## config.mk

```make
export PLATFORM = sky130hd
export DESIGN_NAME = arilla_bus_arbiter
export DESIGN_NICKNAME = d
export VERILOG_FILES = /design/src/rtl/arilla_bus_arbiter.sv
export SDC_FILE = /design/constraint.sdc
export NUM_CORES = 1
export LEC_CHECK = 0
export ABC_AREA = 0
export BUFFER_PORTS_ARGS = -buffer_cell sky130_fd_sc_hd__buf_2
export CORE_MARGIN = 2
export CORE_UTILIZATION = 42
export CTS_CLUSTER_DIAMETER = 100
export DETAILED_ROUTE_END_ITERATION = 6
export PLACE_DENSITY_LB_ADDON = 0.25
export RECOVER_POWER = 50
export SKIP_LAST_GASP = 1
export SLEW_MARGIN = 20
export SYNTH_ARGS = -nofsm -noshare
export SYNTH_HDL_FRONTEND = slang
export SYNTH_SLANG_ARGS = --single-unit
```

## constraint.sdc

```tcl
create_clock -name clk -period 1.9 [get_ports clk]
set_input_delay 0.285 -clock clk [delete_from_list [all_inputs] [get_ports clk]]
set_output_delay 0.285 -clock clk [all_outputs]
set_load 0.05 [all_outputs]
```

## src/rtl/arilla_bus_arbiter.sv

```systemverilog
// arilla_bus_arbiter: registered round-robin arbiter that sequences NumRequesters masters onto one arilla bus.
// Optional feature: define ARILLA_BUS_ARBITER_LOCK_EN to add req_lock, which lets the current owner keep the bus.
module arilla_bus_arbiter #(
  parameter int NumRequesters     = 2,
  parameter int DataWidth         = 32,
  parameter int ByteAddressWidth  = 32,
  parameter int ByteSize          = 8,
  parameter int ReadLatency       = 1,
  localparam int BytesPerWord     = DataWidth / ByteSize,
  localparam int WordAddressWidth = ByteAddressWidth - $clog2(BytesPerWord)
) (
  input  logic                                   clk,
  input  logic                                   rst_n,
  input  logic [NumRequesters-1:0]               req_read,
  input  logic [NumRequesters-1:0]               req_write,
  input  logic [NumRequesters*WordAddressWidth-1:0] req_address,
  input  logic [NumRequesters*BytesPerWord-1:0]  req_byte_enable,
  input  logic [NumRequesters*DataWidth-1:0]     req_data,
`ifdef ARILLA_BUS_ARBITER_LOCK_EN
  input  logic [NumRequesters-1:0]               req_lock,
`endif
  input  logic                                   inhibit,
  output logic [NumRequesters-1:0]               rsp_valid,
  output logic [DataWidth-1:0]                   rsp_data,
  output logic                                   rsp_hit,
  output logic [WordAddressWidth-1:0]            bus_address,
  output logic [BytesPerWord-1:0]                bus_byte_enable,
  output logic [DataWidth-1:0]                   bus_data_ctp,
  output logic                                   bus_read,
  output logic                                   bus_write,
  input  logic [DataWidth-1:0]                   bus_data_ptc,
  input  logic                                   bus_hit
);
  localparam int IdxWidth = NumRequesters > 1 ? $clog2(NumRequesters) : 1;
  typedef enum logic [1:0] {IDLE, ACCESS, WAIT, RESPOND} state_e;
  state_e state_q, state_d;
  logic [IdxWidth-1:0] ptr_q, ptr_d, owner_q, owner_d, win, idx;
  logic [3:0] cnt_q, cnt_d;
  logic found;
  logic [NumRequesters-1:0] eligible, owner_onehot, rsp_valid_q, rsp_valid_d;
  logic [WordAddressWidth-1:0] bus_address_q, bus_address_d;
  logic [BytesPerWord-1:0] bus_byte_enable_q, bus_byte_enable_d;
  logic [DataWidth-1:0] bus_data_ctp_q, bus_data_ctp_d, rsp_data_q, rsp_data_d;
  logic bus_read_q, bus_read_d, bus_write_q, bus_write_d, rsp_hit_q, rsp_hit_d;
`ifdef ARILLA_BUS_ARBITER_LOCK_EN
  logic lock_q, lock_d;
`endif

  assign eligible     = (req_read | req_write) & ~NumRequesters'(inhibit);
  assign owner_onehot = NumRequesters'(1) << owner_q;

  // Winner search ascending from the pointer with wrap; a locked owner that is still eligible takes precedence
  always_comb begin
    found = 1'b0;
    win   = ptr_q;
    idx   = '0;
    for (int k = 0; k < NumRequesters; k++) begin
      idx = IdxWidth'((int'(ptr_q) + k) % NumRequesters);
      if (!found && eligible[idx]) begin
        found = 1'b1;
        win   = idx;
      end
    end
`ifdef ARILLA_BUS_ARBITER_LOCK_EN
    if (lock_q && eligible[owner_q]) begin
      found = 1'b1;
      win   = owner_q;
    end
`endif
  end

  // Access sequencer: grant and register the address phase, strobe once, wait out the read latency, respond
  always_comb begin
    state_d           = state_q;
    ptr_d             = ptr_q;
    owner_d           = owner_q;
    cnt_d             = cnt_q;
    bus_address_d     = bus_address_q;
    bus_byte_enable_d = bus_byte_enable_q;
    bus_data_ctp_d    = bus_data_ctp_q;
    bus_read_d        = 1'b0;
    bus_write_d       = 1'b0;
    rsp_valid_d       = '0;
    rsp_data_d        = rsp_data_q;
    rsp_hit_d         = rsp_hit_q;
`ifdef ARILLA_BUS_ARBITER_LOCK_EN
    lock_d            = lock_q;
`endif
    case (state_q)
      IDLE: if (found) begin
        state_d           = ACCESS;
        owner_d           = win;
        ptr_d             = (int'(win) == NumRequesters - 1) ? '0 : win + 1'b1;
        bus_address_d     = req_address[win*WordAddressWidth +: WordAddressWidth];
        bus_byte_enable_d = req_byte_enable[win*BytesPerWord +: BytesPerWord];
        bus_data_ctp_d    = req_data[win*DataWidth +: DataWidth];
        bus_write_d       = req_write[win];
        bus_read_d        = ~req_write[win];
`ifdef ARILLA_BUS_ARBITER_LOCK_EN
        lock_d            = 1'b0;
`endif
      end
      ACCESS: if (bus_write_q || ReadLatency == 0) begin
        rsp_data_d  = bus_write_q ? '0 : bus_data_ptc;
        rsp_hit_d   = bus_hit;
        rsp_valid_d = owner_onehot;
        state_d     = RESPOND;
      end else begin
        cnt_d   = 4'(ReadLatency - 1);
        state_d = WAIT;
      end
      WAIT: if (cnt_q == '0) begin
        rsp_data_d  = bus_data_ptc;
        rsp_hit_d   = bus_hit;
        rsp_valid_d = owner_onehot;
        state_d     = RESPOND;
      end else begin
        cnt_d = cnt_q - 1'b1;
      end
      RESPOND: begin
`ifdef ARILLA_BUS_ARBITER_LOCK_EN
        lock_d  = req_lock[owner_q];
`endif
        state_d = IDLE;
      end
    endcase
  end

  // State and output registers; reset drops any in-flight access
  always_ff @(posedge clk or negedge rst_n) begin
    if (!rst_n) begin
      state_q           <= IDLE;
      ptr_q             <= '0;
      owner_q           <= '0;
      cnt_q             <= '0;
      bus_address_q     <= '0;
      bus_byte_enable_q <= '0;
      bus_data_ctp_q    <= '0;
      bus_read_q        <= 1'b0;
      bus_write_q       <= 1'b0;
      rsp_valid_q       <= '0;
      rsp_data_q        <= '0;
      rsp_hit_q         <= 1'b0;
`ifdef ARILLA_BUS_ARBITER_LOCK_EN
      lock_q            <= 1'b0;
`endif
    end else begin
      state_q           <= state_d;
      ptr_q             <= ptr_d;
      owner_q           <= owner_d;
      cnt_q             <= cnt_d;
      bus_address_q     <= bus_address_d;
      bus_byte_enable_q <= bus_byte_enable_d;
      bus_data_ctp_q    <= bus_data_ctp_d;
      bus_read_q        <= bus_read_d;
      bus_write_q       <= bus_write_d;
      rsp_valid_q       <= rsp_valid_d;
      rsp_data_q        <= rsp_data_d;
      rsp_hit_q         <= rsp_hit_d;
`ifdef ARILLA_BUS_ARBITER_LOCK_EN
      lock_q            <= lock_d;
`endif
    end
  end

  assign rsp_valid       = rsp_valid_q;
  assign rsp_data        = rsp_data_q;
  assign rsp_hit         = rsp_hit_q;
  assign bus_address     = bus_address_q;
  assign bus_byte_enable = bus_byte_enable_q;
  assign bus_data_ctp    = bus_data_ctp_q;
  assign bus_read        = bus_read_q;
  assign bus_write       = bus_write_q;
endmodule

```

# After elaboration in Yosys (flattened, before gate mapping)
# Index checks and enable logic that the tools add are counted.
# totals
ff_bits	111
in_bits	172
out_inout_bits	103
word_cells	74
# classes
add_sub_neg	3
multipliers	1
n_lt_le_gt_ge	3
n_eq_ne	8
shift	4
muxes	30
n_bitwise	4
n_reduce_logical	9
# ops
cell	count
$mux W32	2
$pmux W32 S2	1
$shiftx A64 B7 Y32	1
$shiftx A60 B7 Y30	1
$mux W1	17
$ne A2 B2 Y1 const B	5
$mux W2	4
$mux W4	2
$pmux W2 S4	1
$pmux W4 S2	1
$shiftx A8 B4 Y4	1
$lt A1 B2 Y1 const B	3
$reduce_and A3 Y1	2
$mul A1 B4 Y5 const B	1
$eq A2 B2 Y1 const B	2
$logic_not A4 Y1	1
$pmux W2 S2	1
$reduce_and A2 Y1	2
$sub A4 B1 Y4 const B	1
$add A1 B1 Y1 const B	2
$and A2 B2 Y2	1
$eq A2 B1 Y1 const B	1
$logic_not A2 Y1	1
$not A1 Y2	1
other kinds (7)	7

# Depth between registers and ports, before layout
# depth
depth_word	13
ltp_mapped	7

# Least setup slack after synthesis
# No wires, ideal clock.
# synth_path
path_type	register to register
from	reg state_q[0]
to	reg state_q[1]
setup_time_ns	0.125
arrival_time_ns	1.721
t_required_ns	1.775
slack_ns	0.054
stages_incl_launch_ff	7
cell_sequence	dfrtp_1 -> inv_1 -> ha_1 -> buf_2 -> or3b_2 -> o2bb2ai_1 -> mux2_2
# synth_between
elab_chain_len	3
word_cells_on_any_way	8
classes_between	5 x eq/ne; 1 x mux; 2 x reduce/logical
# synth_lines
element	line_no	source
start: declaration	36	state_e state_q, state_d;
start signal: assignment	148	state_q <= state_d;
$eq A2 B2 Y1 or $logic_not A2 Y1 (tied branches)	89	case (state_q)
$ne A2 B2 Y1 (no source line)	n/a	
$reduce_and A2 Y1 (no source line)	n/a	
# Parallel ways exist; a longest one is shown, timed or not.
# A chain may end at the register's enable or synchronous reset.

# Worst setup path after layout
# layout_path
from	reg cnt_q[0]
to	reg rsp_hit_q (netlist: rsp_hit)
# layout_between
elab_chain_len	3
# layout_lines
element	line_no	source
start: declaration	38	logic [3:0] cnt_q, cnt_d;
start signal: assignment	151	cnt_q <= cnt_d;
$logic_not A4 Y1	112	WAIT: if (cnt_q == '0) begin
$ne A2 B2 Y1 (no source line)	n/a	
$reduce_and A3 Y1 (no source line)	n/a	
end signal: assignment	159	rsp_hit_q <= rsp_hit_d;
end: declaration	44	logic bus_read_q, bus_read_d, bus_write_q, bus_write_d, rsp_hit_q, rsp_hit_d;
# Every way passes these cells.

==> impl_metrics.xml <==
<?xml version="1.0" encoding="UTF-8"?>
<metrics>
  <group name="final_layout">
    <metric name="signed_area_change_from_the_synthesized_netlist_to_the_final_layout" unit="%">34.8</metric>
    <metric name="fin_nets" unit="">1009</metric>
    <metric name="postLayoutCoreUtil" unit="">0.581</metric>
    <metric name="share_of_post_route_cells_with_drive_strength_above_1" unit="">0.330</metric>
    <metric name="postLayoutCellArea" unit="mm^2">0.00736</metric>
    <metric name="antennaDiodeCount" unit="">0</metric>
  </group>
  <group name="worst_setup_path">
    <metric name="category_of_the_worst_setup_path_launch_point" unit="">register</metric>
    <metric name="launching_point_of_the_worst_reg2reg_path" unit="">cnt_q[0]</metric>
    <metric name="arrival_time_at_the_worst_endpoint" unit="ns">2.12</metric>
    <metric name="cpLargestDelayFamily" unit="">simple AND/OR/NAND/NOR gates</metric>
    <metric name="critical_path_class" unit="">reg -&gt; reg</metric>
    <metric name="timing.critical_path.fanout_max" unit="">4</metric>
    <metric name="worst-r2r-setup-slack" unit="ns">0.009</metric>
    <metric name="r2r_cells" unit="">6</metric>
    <metric name="crit_slowest_cell" unit="">sky130_fd_sc_hd__or3b_4</metric>
    <metric name="r2r_end" unit="">rsp_hit</metric>
    <metric name="end_kind" unit="">register</metric>
    <metric name="cp_data_required_time" unit="ns">2.13</metric>
    <metric name="cpPeakStageDelay" unit="ns">0.43</metric>
    <metric name="critical_path_buf_inv_count" unit="">2</metric>
    <metric name="cell_chain_of_the_critical_path" unit="">inv_2 -&gt; ha_1 -&gt; or3b_4 -&gt; a21oi_4 -&gt; buf_6 -&gt; mux2_1</metric>
  </group>
  <group name="grt">
    <metric name="gr-total-overflow" unit="">0</metric>
    <metric name="grt_util_all_layers" unit="">0.227</metric>
    <metric name="pin_count_of_the_biggest_net_entering_global_routing" unit="">112</metric>
    <metric name="vias_in_the_first_global_route" unit="">5175</metric>
    <metric name="grt_antenna_before_repair" unit="">0</metric>
    <metric name="grt_pass1_wl" unit="um">25600</metric>
  </group>
  <group name="synth">
    <metric name="syn-cell-area" unit="mm^2">0.00546</metric>
    <metric name="ys_top_cells_by_area" unit="">sky130_fd_sc_hd__dfrtp_1 (51%), sky130_fd_sc_hd__inv_1 (12%), sky130_fd_sc_hd__o221ai_1 (11%)</metric>
    <metric name="yosys.area.top_type_share" unit="">0.509</metric>
    <metric name="ys.flop_type" unit="">sky130_fd_sc_hd__dfrtp_1</metric>
    <metric name="synthesis.yosys.warnings" unit="">0</metric>
    <metric name="synth_async_sr_flop_share" unit="">1.00</metric>
    <metric name="synth_cell_types" unit="">38</metric>
    <metric name="yosysTopAreaCell" unit="">sky130_fd_sc_hd__dfrtp_1</metric>
    <metric name="postSynthCellCount" unit="">574</metric>
    <metric name="ys_seq_area_frac" unit="">0.509</metric>
    <metric name="synth.net_count" unit="">751</metric>
    <metric name="count_of_flip_flops_with_a_built_in_enable_after_synthesis" unit="">0</metric>
    <metric name="yosys.cell_count.top_type" unit="">sky130_fd_sc_hd__inv_1</metric>
    <metric name="synth_top_cells_by_count" unit="">sky130_fd_sc_hd__inv_1 (170), sky130_fd_sc_hd__dfrtp_1 (111), sky130_fd_sc_hd__nand4_1 (66), sky130_fd_sc_hd__o221ai_1 (66)</metric>
    <metric name="ys_ff_latch" unit="">111</metric>
    <metric name="postSynthAreaPerCell" unit="um^2">9.51</metric>
  </group>
  <group name="clock_network">
    <metric name="htree_levels" unit="">3</metric>
    <metric name="cts_root_buffer" unit="">sky130_fd_sc_hd__clkbuf_16</metric>
    <metric name="clk_path_buf_depth" unit="">2</metric>
    <metric name="clk_transition_reported_paths" unit="ns">0.07</metric>
    <metric name="hold_buffers" unit="">0</metric>
    <metric name="cts_buffers" unit="">9</metric>
    <metric name="clock_insertion_delay_at_the_later_pin_of_the_skew_report" unit="ns">0.35</metric>
    <metric name="cts_tree" unit="">built</metric>
    <metric name="cts.sink_count" unit="">111</metric>
  </group>
  <group name="pwr">
    <metric name="p_leak" unit="nW">3.83</metric>
    <metric name="share_seq_of_total_power" unit="">0.277</metric>
    <metric name="p_sw_frac" unit="">0.530</metric>
    <metric name="cellInternalPower" unit="mW">7.01</metric>
    <metric name="combinationalPowerShare" unit="">0.596</metric>
    <metric name="totalPowerFinal" unit="mW">14.9</metric>
    <metric name="ir_drop" unit="V">0.000997</metric>
    <metric name="p_per_area" unit="mW/mm^2">2030</metric>
    <metric name="clockPowerShare" unit="">0.127</metric>
    <metric name="p_sw" unit="mW">7.91</metric>
  </group>
  <group name="run_status">
    <metric name="outcome" unit="">finished, violations left</metric>
    <metric name="violations_in_the_final_reports" unit="">max-capacitance violations, max-slew violations</metric>
  </group>
  <group name="sta">
    <metric name="worstMarginPinSlew" unit="ns">1.52</metric>
    <metric name="final.hold.worst_slack" unit="ns">0.174</metric>
    <metric name="max_clock_freq" unit="MHz">529</metric>
    <metric name="timing.clock.skew" unit="ns">0.00750</metric>
    <metric name="period_share" unit="">0.995</metric>
    <metric name="post-route-min-period" unit="ns">1.89</metric>
    <metric name="timing_hold_violations_final" unit="">0</metric>
    <metric name="grt_setup_unrepaired" unit="">true</metric>
    <metric name="maxSlewViolCount" unit="">112</metric>
    <metric name="number_of_setup_violations_in_the_final_report" unit="">0</metric>
    <metric name="maxSlewHeadroom" unit="">-0.0134</metric>
  </group>
  <group name="place">
    <metric name="dp_hpwl" unit="um">11100</metric>
    <metric name="placed_area" unit="mm^2">0.00703</metric>
    <metric name="port-buffer-count" unit="">274</metric>
    <metric name="routabilityCongestion" unit="">0.822</metric>
  </group>
  <group name="worst_hold_path">
    <metric name="holdCritStartpoint" unit="">bus_hit</metric>
    <metric name="hold_class" unit="">in -&gt; reg</metric>
    <metric name="holdPathStages" unit="">2</metric>
    <metric name="timing.hold.worst_endpoint" unit="">rsp_hit</metric>
  </group>
  <group name="drt">
    <metric name="detailroute.via_count" unit="">5163</metric>
    <metric name="number_of_drc_markers_in_iteration_0" unit="">222</metric>
    <metric name="detail-route-antenna-nets" unit="">0</metric>
    <metric name="post-route-drc-count" unit="">0</metric>
    <metric name="postRouteWirelength" unit="um">15900</metric>
    <metric name="routed_len_inst" unit="um">15.7</metric>
    <metric name="detail_route.first_pass.iterations" unit="">4</metric>
    <metric name="detail_routed_via_count_per_cell" unit="">5.12</metric>
  </group>
  <group name="floorplan">
    <metric name="die-area" unit="mm^2">0.0139</metric>
    <metric name="chip_width" unit="um">118</metric>
    <metric name="std_cell_rows" unit="">41</metric>
    <metric name="start_util" unit="">0.431</metric>
    <metric name="num_io_pins" unit="">275</metric>
    <metric name="core-area" unit="mm^2">0.0127</metric>
    <metric name="die_h" unit="um">118</metric>
  </group>
  <group name="run">
    <metric name="cap_violations" unit="">1</metric>
  </group>
</metrics>
-- flip-flops by register name, summed over array words and instances, names as in the netlist --
signal and flops:
owner_q 1, rsp_data 32, bus_data_ctp 32, cnt_q 4, state_q 2, bus_read 1, rsp_hit 1, bus_address 30
bus_byte_enable 4, rsp_valid 2, bus_write 1, ptr_q 1
-- worst register-to-register path: stages, from the launching register on --
cell	delay [ns]
sky130_fd_sc_hd__dfrtp_1	0.42
sky130_fd_sc_hd__inv_2	0.07
sky130_fd_sc_hd__ha_1	0.16
sky130_fd_sc_hd__or3b_4	0.43
sky130_fd_sc_hd__a21oi_4	0.21
sky130_fd_sc_hd__buf_6	0.16
sky130_fd_sc_hd__mux2_1	0.33
-- cell type report --
class | count | area, um^2
clock buffer | 12 | 246
sequential | 111 | 2780
timing repair buffer | 293 | 1570
multi-input combinational | 247 | 1870
clock inverter | 4 | 45.0
inverter | 170 | 638
tap | 172 | 215
fill | 1184 | 5310
-- metrics by stage --
stage                     setup slack, ns  setup TNS, ns  cells
after floorplan                    0.0540              0    574
after global placement             0.0594              0    989
after detailed placement         -0.00822       -0.00822    989
after CTS                          0.0372              0   1005
after global routing              -0.0414         -0.235   1009
final                             0.00856              0   1009
-- metal layers --
| layer | global-route usage | wire (um) | vias to the layer above |
|---|---|---|---|
| met4 | 0.0941 | 405 | 0 |
| met3 | 0.0484 | 913 | 33 |
| li1 | - | - | 2454 |
| met5 | 0 | 0 | - |
| met2 | 0.379 | 7800 | 193 |
| met1 | 0.287 | 6740 | 2483 |
-- cell families (layout without fill, tap and decap cells) --
logic type	after synthesis	in the layout	synth area share
and+or+nand+nor	119	119	0.122
adders and majority gates	5	5	0.0115
muxes	35	35	0.0646
buffers and inverters	216	479	0.158
DFF	111	111	0.509
AOI/OAI and AO/OA	88	88	0.135
-- how the worst max path moves through the flow --
| stage | start | endpoint | depth (start not counted) | slack, ns |
|---|---|---|---|---|
| 2_1_floorplan | state_q[0] | state_q[1] | 6 | 0.05 |
| 3_3_place_gp | state_q[0] | cnt_q[2] | 5 | 0.06 |
| 3_5_place_dp | state_q[0] | cnt_q[2] | 5 | -0.008 |
| 4_1_cts | state_q[0] | rsp_data[4] | 6 | 0.04 |
| 5_1_grt | cnt_q[0] | rsp_hit | 6 | -0.04 |
| 6_report | cnt_q[0] | rsp_hit | 6 | 0.009 |
-- power groups by stage --
| stage | clock, mW | sequential, mW | combinational [mW] |
|---|---|---|---|
| 2_1_floorplan | 0 | 7.76 | 2.97 |
| 3_3_place_gp | 0 | 4.09 | 8.60 |
| 3_5_place_dp | 0 | 4.14 | 8.77 |
| 4_1_cts | 1.93 | 4.12 | 8.80 |
| 5_1_grt | 2.04 | 4.27 | 9.45 |
| 6_report | 1.89 | 4.13 | 8.89 |
-- layout by cell type (no fill, tap or decap), types with 2 or more instances in the layout --
master,n
sky130_fd_sc_hd__clkinv_2,3
sky130_fd_sc_hd__o21ai_0,5
sky130_fd_sc_hd__nor2_1,4
sky130_fd_sc_hd__buf_12,5
sky130_fd_sc_hd__nand2_1,33
sky130_fd_sc_hd__nand3b_1,4
sky130_fd_sc_hd__ha_2,2
sky130_fd_sc_hd__nor3_1,2
sky130_fd_sc_hd__o221ai_1,66
sky130_fd_sc_hd__clkbuf_1,48
sky130_fd_sc_hd__nand4_1,66
sky130_fd_sc_hd__clkbuf_16,11
sky130_fd_sc_hd__mux2i_1,33
sky130_fd_sc_hd__ha_1,3
sky130_fd_sc_hd__buf_2,227
sky130_fd_sc_hd__o21ai_1,2
sky130_fd_sc_hd__a21oi_1,2
sky130_fd_sc_hd__clkbuf_4,2
sky130_fd_sc_hd__inv_1,169
sky130_fd_sc_hd__dfrtp_1,111
sky130_fd_sc_hd__buf_6,2
sky130_fd_sc_hd__buf_4,8
sky130_fd_sc_hd__or3b_2,2
-- what timing repair did --
| action | CTS | global route |
|---|---|---|
| hold endpoints to repair | 0 | 0 |
| setup buffers | 0 | 2 |
| resized for setup | 3 | 8 |
| setup endpoints to repair | 10 | 27 |
| pin swaps | 0 | 1 |
| gates cloned | 0 | 2 |
Note: power is estimated with default switching activity, not from simulation.
